File: config.mk
export PLATFORM = sky130hd
export DESIGN_NAME = pulse_stretcher
export DESIGN_NICKNAME = d
export VERILOG_FILES = /design/src/rtl/pulse_stretcher_pkg.sv /design/src/rtl/load_down_counter.sv /design/src/rtl/pulse_stretcher.sv
export SDC_FILE = /design/constraint.sdc
export NUM_CORES = 1
export LEC_CHECK = 0
export CAP_MARGIN = 20
export CORE_MARGIN = 2
export CORE_UTILIZATION = 51
export DETAILED_ROUTE_END_ITERATION = 6
export PLACE_DENSITY = 0.75
export SETUP_SLACK_MARGIN = 0.3
export SLEW_MARGIN = 20
export SYNTH_ARGS = -nofsm -noshare
export SYNTH_HDL_FRONTEND = slang
export SYNTH_SLANG_ARGS = --single-unit
File: constraint.sdc
create_clock -name clk -period 2.5 [get_ports clk]
set_clock_uncertainty 0.2 [all_clocks]
set_input_delay 0.625 -clock clk [delete_from_list [all_inputs] [get_ports clk]]
set_output_delay 0.625 -clock clk [all_outputs]
set_load 0.1 [all_outputs]
File: src/rtl/pulse_stretcher_pkg.sv
// Shared types and helpers for the pulse stretcher: FSM state encoding and
// the length clamp applied to every counter load.
package pulse_stretcher_pkg;

    typedef enum logic [1:0] {
        S_IDLE = 2'd0,
        S_HIGH = 2'd1,
        S_GAP  = 2'd2
    } ps_state_t;

    // max(len,1)-1: a zero length still yields a single high cycle
    function automatic logic [31:0] clamp_len(input logic [31:0] len);
        return (len == '0) ? '0 : len - 32'd1;
    endfunction

endpackage

File: src/rtl/load_down_counter.sv
// Loadable down-counter with a zero flag; decrement saturates at zero so the
// count never wraps.
module load_down_counter #(
    parameter int CNT_W = 8
) (
    input  logic             clk,
    input  logic             rst,
    input  logic             load,
    input  logic [CNT_W-1:0] load_val,
    input  logic             dec,
    output logic             zero
);

    logic [CNT_W-1:0] count;

    always_ff @(posedge clk) begin
        if (rst) begin
            count <= '0;
        end else if (load) begin
            count <= load_val;
        end else if (dec && (count != '0)) begin
            count <= count - CNT_W'(1);
        end
    end

    assign zero = (count == '0);

endmodule

File: src/rtl/pulse_stretcher.sv
// Stretches single-cycle strobes into high levels of programmable length,
// each followed by a guaranteed low gap; one strobe can be queued.
module pulse_stretcher
    import pulse_stretcher_pkg::*;
#(
    parameter int CNT_W      = 8,
    parameter int GAP_CYCLES = 2,
    parameter int RETRIGGER  = 0
) (
    input  logic             clk,
    input  logic             rst,
    input  logic             inpulse,
    input  logic [CNT_W-1:0] len,
    output logic             levelout,
    output logic             busy,
    output logic             dropped
);

    localparam logic [CNT_W-1:0] GAP_LOAD = CNT_W'(GAP_CYCLES - 1);

    ps_state_t        state, next_state;
    logic             pending, next_pending;
    logic [CNT_W-1:0] pending_len, next_plen;
    logic             cnt_load, cnt_dec, cnt_zero, drop;
    logic [CNT_W-1:0] cnt_val;

    load_down_counter #(
        .CNT_W(CNT_W)
    ) u_counter (
        .clk     (clk),
        .rst     (rst),
        .load    (cnt_load),
        .load_val(cnt_val),
        .dec     (cnt_dec),
        .zero    (cnt_zero)
    );

    always_comb begin
        next_state   = state;
        next_pending = pending;
        next_plen    = pending_len;
        cnt_load     = 1'b0;
        cnt_val      = '0;
        cnt_dec      = 1'b0;
        drop         = 1'b0;
        case (state)
            S_IDLE: begin
                if (inpulse) begin
                    cnt_load   = 1'b1;
                    cnt_val    = CNT_W'(clamp_len(32'(len)));
                    next_state = S_HIGH;
                end
            end
            S_HIGH: begin
                if (inpulse && (RETRIGGER != 0)) begin
                    cnt_load = 1'b1;
                    cnt_val  = CNT_W'(clamp_len(32'(len)));
                end else begin
                    if (cnt_zero) begin
                        cnt_load   = 1'b1;
                        cnt_val    = GAP_LOAD;
                        next_state = S_GAP;
                    end else begin
                        cnt_dec = 1'b1;
                    end
                    if (inpulse) begin
                        if (!pending) begin
                            next_pending = 1'b1;
                            next_plen    = len;
                        end else begin
                            drop = 1'b1;
                        end
                    end
                end
            end
            S_GAP: begin
                if (cnt_zero) begin
                    // A strobe arriving as the queue drains refills it rather than being dropped
                    if (pending) begin
                        cnt_load     = 1'b1;
                        cnt_val      = CNT_W'(clamp_len(32'(pending_len)));
                        next_state   = S_HIGH;
                        next_pending = inpulse;
                        if (inpulse) begin
                            next_plen = len;
                        end
                    end else if (inpulse) begin
                        cnt_load   = 1'b1;
                        cnt_val    = CNT_W'(clamp_len(32'(len)));
                        next_state = S_HIGH;
                    end else begin
                        next_state = S_IDLE;
                    end
                end else begin
                    cnt_dec = 1'b1;
                    if (inpulse) begin
                        if (!pending) begin
                            next_pending = 1'b1;
                            next_plen    = len;
                        end else begin
                            drop = 1'b1;
                        end
                    end
                end
            end
            default: next_state = S_IDLE;
        endcase
    end

    always_ff @(posedge clk) begin
        if (rst) begin
            state       <= S_IDLE;
            pending     <= 1'b0;
            pending_len <= '0;
            levelout    <= 1'b0;
            busy        <= 1'b0;
            dropped     <= 1'b0;
        end else begin
            state       <= next_state;
            pending     <= next_pending;
            pending_len <= next_plen;
            levelout    <= (next_state == S_HIGH);
            busy        <= (next_state != S_IDLE) || next_pending;
            dropped     <= drop;
        end
    end

endmodule

==> results of run 1 <==
layout by cell type, fill, tap and decap left out, types with 4 or more instances in the layout:
cell type / instances
inv_2: 5
and3_1: 5
or3_1: 4
buf_4: 29
o221ai_1: 5
ha_1: 6
a21oi_1: 7
nor2_1: 13
inv_1: 11
xnor2_1: 10
nand2_1: 9
dlygate4sd2_1: 5
dfxtp_2: 4
dfxtp_1: 18
mux2i_1: 8
layout make-up:
| type | instances | area, um^2 |
|---|---|---|
| Multi-Input combinational cell | 136 | 1200 |
| Fill cell | 202 | 696 |
| Sequential cell | 22 | 445 |
| Timing Repair Buffer | 41 | 348 |
| Inverter | 16 | 60.1 |
| Tap cell | 31 | 38.8 |
| Clock buffer | 4 | 36.3 |
layer usage:
metal | routed length [um] | global-route usage [%]
met5 | 0 | 0
met4 | 76 | 7.47
met3 | 128 | 2.62
met2 | 2040 | 45.2
met1 | 1790 | 30.6
flip-flops by register name, indices dropped and copies added (netlist names):
| register | cells |
|---|---|
| pending_len | 8 |
| u_counter.count | 8 |
| dropped | 1 |
| levelout | 1 |
| state | 2 |
| pending | 1 |
| busy | 1 |
cells by family after synthesis:
kind of cell    share of synthesized area, %
compound gates                          20.4
xor+xnor                                7.36
fa+ha+maj                               7.28
buf+inv                                 5.26
flops                                   28.5
mux                                     7.28
simple gates                            23.9
path summary, 6_finish.rpt:
path,to,cells past startpoint,startpoint,slack (ns)
max,pending_len[2],10,u_counter.count[0],0.35
min,pending_len[7],2,pending_len[7],0.36
max reg2reg,pending_len[2],10,u_counter.count[0],0.35
min reg2reg,pending_len[7],2,pending_len[7],0.36
critical path, cell delays in order, from the launching register on:
cell and delay [ns]:
dfxtp_2 0.36, inv_1 0.06, ha_4 0.16, nor4b_4 0.13, buf_4 0.18, and2_4 0.15, buf_6 0.12, a211oi_4 0.23
buf_12 0.18, mux2i_4 0.23, nor2_2 0.06
power breakdown:
part           leakage [nW]  internal, mW  switching, mW  total, mW
sequential            0.181         0.452          0.125      0.577
clock                0.0210        0.0891          0.114      0.203
combinational         0.724         0.710          0.781       1.49
timing repair:
action	in CTS	in global routing
gates cloned	0	0
hold buffers	0	0
setup buffers	5	2
gates resized for setup	20	25
setup endpoints to repair	16	18
pin swaps	9	8
==> results.json, run 1 <==
{
  "status": "finished clean",
  "fp.dieW_um": 59.1,
  "instances_no_fill": 250,
  "synth_commonest_cells": "22 x dfxtp_1, 16 x inv_1, 16 x nor2_1",
  "syn_to_final_growth_pct": 37.9,
  "power_density_mw_per_mm2": 1060,
  "die-area_mm2": 0.00349,
  "synth-seq-cells": 22,
  "rows": 19,
  "yosysWarningCount": 0,
  "cts.path.max_buffers": 2,
  "synth_cell_type_count": 54,
  "cts_htree_levels": 1,
  "initial_core_util_pct": 54.7,
  "cts_tree": "done",
  "clk_latency_ns": 0.32,
  "drt-pass1-iter-count": 4,
  "pin_count": 14,
  "synth_top_area_share_pct": 28.5,
  "fin_util_pct": 75.4,
  "first_iter_violations": 72,
  "cts-root-buf": "clkbuf_4",
  "hp-class": "flop to flop",
  "gp_congestion": 0.875,
  "min_period_ns": 2.15,
  "critPathKind": "flop to flop",
  "setup_slack_ns": 0.355,
  "fin_crit_sh_pct": 85.8,
  "synth_top_area_cell": "dfxtp_1",
  "power_mw": 2.27,
  "wirelength_um": 4040,
  "yosysSeqAreaShare_pct": 28.5,
  "placed_cells_incl_taps": 239,
  "antenna_found_initial": 0,
  "synth_nets": 199,
  "slew_viol_final": 0,
  "end_kind": "flop",
  "async_flop_share_pct": 0,
  "synthTopCellsByArea": "dfxtp_1 28%, ha_1 7.3%, mux2i_1 5.8%",
  "crit_fanout": 8,
  "grt_pass1_vias": 1539,
  "critPathArrivalTime_ns": 2.18,
  "max-slew-margin-rel_pct": 74.3,
  "n_antenna_cell": 0,
  "portBuffers": 13,
  "fin_area_mm2": 0.00213,
  "vdd_drop_max_mv": 0.551,
  "p_leak_nw": 0.926,
  "finalNetCount": 240,
  "fp.dieH_um": 59.1,
  "fin_tns_setup_ns": 0,
  "synth_top_flop_cell": "dfxtp_1",
  "syn_area_mm2": 0.00155,
  "cts_sinks": 22,
  "cts_buffers": 3,
  "drive_gt1_share_pct": 34.7,
  "max_freq_mhz": 466,
  "worst_slew_pin_slew_ns": 0.384,
  "syn_inst": 179,
  "vias": 1495,
  "grt_pass1_wl_um": 6730,
  "required_ns": 2.53,
  "placed_area_mm2": 0.00190,
  "clk_pin_slew_ns": 0.13,
  "synth_edf_count": 0,
  "route.detailed.wl_per_inst_um": 16.2,
  "hpwlAfterDp_um": 2980,
  "hold_violations": 0,
  "whs_ns": 0.363,
  "yosys.cell_count.top_type": "dfxtp_1",
  "drcViolationCount": 0,
  "track_usage_pct": 24.9,
  "grt_max_degree": 13,
  "avgSynthCellArea_um2": 8.64,
  "rsz0062_at_grt": "no",
  "viasPerCell": 5.98,
  "place_ws_ns": -0.186,
  "maxCapViolCount": 0,
  "setup_viol": 0,
  "ant_nets": 0,
  "core_mm2": 0.00283,
  "cp-start-kind": "flop",
  "grt-ovfl-total": 0
}
No activity file was read; power rests on OpenSTA's default activity.
==> inputs of run 2 (changes only) <==
Settings changed: CORE_UTILIZATION 51 to 30, PLACE_DENSITY 0.75 to unset.
==> results.json, run 2 (same netlist as run 1, synthesis figures left out) <==
{
  "cts-root-buf": "clkbuf_8",
  "core_mm2": 0.00504,
  "cp-start-kind": "flop",
  "fp.dieH_um": 75.8,
  "gr-usage-met2_pct": 24.1,
  "multi_input_area_mm2": 0.00116,
  "max-slew-margin-rel_pct": 74.6,
  "cts_hold_buffers": 0,
  "finalNetCount": 250,
  "rsz0062_at_grt": "yes",
  "cts_sinks": 22,
  "cts.path.max_buffers": 2,
  "drt-pass1-iter-count": 4,
  "fin_tns_setup_ns": 0,
  "pin_count": 14,
  "met3_usage_pct": 3.17,
  "portBuffers": 13,
  "viasPerCell": 4.90,
  "critPathKind": "flop to flop",
  "cts_buffers": 3,
  "grt_pass1_vias": 1309,
  "drive_gt1_share_pct": 36.8,
  "required_ns": 2.46,
  "place_ws_ns": -0.165,
  "initial_core_util_pct": 30.7,
  "reg2reg_from": "u_counter.count[0]",
  "final_common_cell": "buf_4",
  "fp.dieW_um": 75.8,
  "max_freq_mhz": 469,
  "syn_to_final_growth_pct": 43.7,
  "mostFrequentLayoutCells": "38 x buf_4, 18 x dfxtp_1, 15 x nor2_1, 10 x inv_1, 10 x xnor2_1",
  "r2r-end": "pending_len[3]",
  "first_iter_violations": 120,
  "n_antenna_cell": 0,
  "status": "finished clean",
  "hp-class": "flop to flop",
  "setup_viol": 0,
  "ant_nets": 0,
  "maxCapViolCount": 0,
  "reg2reg_slack_ns": 0.37,
  "hpwlAfterDp_um": 3080,
  "power_density_mw_per_mm2": 1050,
  "grt-ovfl-total": 0,
  "setup.worst_path.start": "u_counter.count[0]",
  "clk_latency_ns": 0.26,
  "track_usage_pct": 14.8,
  "top_usage_layer": "met2",
  "fin_util_pct": 44.1,
  "met1_usage_pct": 20.2,
  "wirelength_um": 3970,
  "slew_viol_final": 0,
  "regArea_um2": 445,
  "setup_slack_ns": 0.368,
  "end_kind": "flop",
  "cts_htree_levels": 1,
  "p_leak_nw": 0.983,
  "antenna_found_initial": 0,
  "n_fill_cell": 492,
  "reg_top3": "pending_len (8), u_counter.count (8), state (2)",
  "hold_violations": 0,
  "r2r_cells": 11,
  "drcViolationCount": 0,
  "cp-endpoint": "pending_len[3]",
  "power_mw": 2.33,
  "die-area_mm2": 0.00574,
  "cts_tree": "done",
  "critPathArrivalTime_ns": 2.09,
  "grt_pass1_wl_um": 6430,
  "crit_fanout": 8,
  "route.detailed.wl_per_inst_um": 13.3,
  "worst_slew_pin_slew_ns": 0.381,
  "grt_max_degree": 12,
  "gp_congestion": 0.823,
  "min_period_ns": 2.13,
  "vias": 1461,
  "rows": 26,
  "fin_crit_sh_pct": 85.3,
  "vdd_drop_max_mv": 0.450,
  "clk_pin_slew_ns": 0.08
}
-- run 2: cell types whose count changed in the layout (fill, tap and decap cells not counted), moves of 3 or more --
| cell | before | now |
|---|---|---|
| buf_4 | 29 | 38 |
| clkbuf_4 | 3 | 0 |
| o221ai_1 | 5 | 1 |
| o221ai_2 | 0 | 4 |
-- run 2: cell type report --
cell class                      count  share of cell area, %
Multi-Input combinational cell    136                   52.3
Sequential cell                    22                   20.0
Timing Repair Buffer               51                   19.2
Tap cell                           70                   3.94
Inverter                           16                   2.70
Clock buffer                        3                   1.86
-- run 2: metrics by stage --
stage | area [um^2] | instances | hold slack [ns]
after global placement | 1990 | 284 | 0.320
after detailed placement | 1990 | 284 | 0.333
final | 2220 | 298 | 0.355
after CTS | 2140 | 292 | 0.355
after global routing | 2220 | 298 | 0.396
after floorplan | 1590 | 179 | 0.299
-- run 2: worst min path at each step --
stage | from | endpoint | slack [ns] | cells past startpoint
detailed placement | pending_len[7] | pending_len[7] | 0.33 | 2
finish | pending_len[5] | pending_len[5] | 0.36 | 2
global route | pending_len[5] | pending_len[5] | 0.40 | 2
floorplan | pending_len[7] | pending_len[7] | 0.30 | 2
global placement | pending_len[7] | pending_len[7] | 0.32 | 2
CTS | pending_len[7] | pending_len[7] | 0.35 | 2
-- run 2: metal layers --
metal,vias to the layer above,part of all wire (%)
met3,7,2.6
met2,28,49
met4,0,0.96
met1,669,48
met5,-,0
li1,757,-
-- run 2: timing repair --
action                                 4_1_cts  5_1_grt
resized for setup                           22       17
setup endpoints to repair                   17       17
setup buffers                                5        6
pin swaps                                    9       12
endpoints found under the hold margin        0        0
-- run 2: power breakdown --
| part | leakage (nW) | switching, mW | internal (mW) | total, mW |
|---|---|---|---|---|
| Combinational | 0.780 | 0.771 | 0.773 | 1.54 |
| Sequential | 0.181 | 0.113 | 0.450 | 0.563 |
| Clock | 0.0216 | 0.113 | 0.108 | 0.221 |
| Total | 0.983 | 0.998 | 1.33 | 2.33 |
-- run 2: worst max-delay path, stage by stage (launching register included) --
cell	delay [ns]
dfxtp_2	0.35
inv_2	0.05
ha_4	0.15
nor4b_4	0.12
buf_4	0.17
buf_6	0.11
and2_4	0.14
buf_6	0.12
a211oi_4	0.23
buf_12	0.17
mux2i_1	0.19
nor2_1	0.05
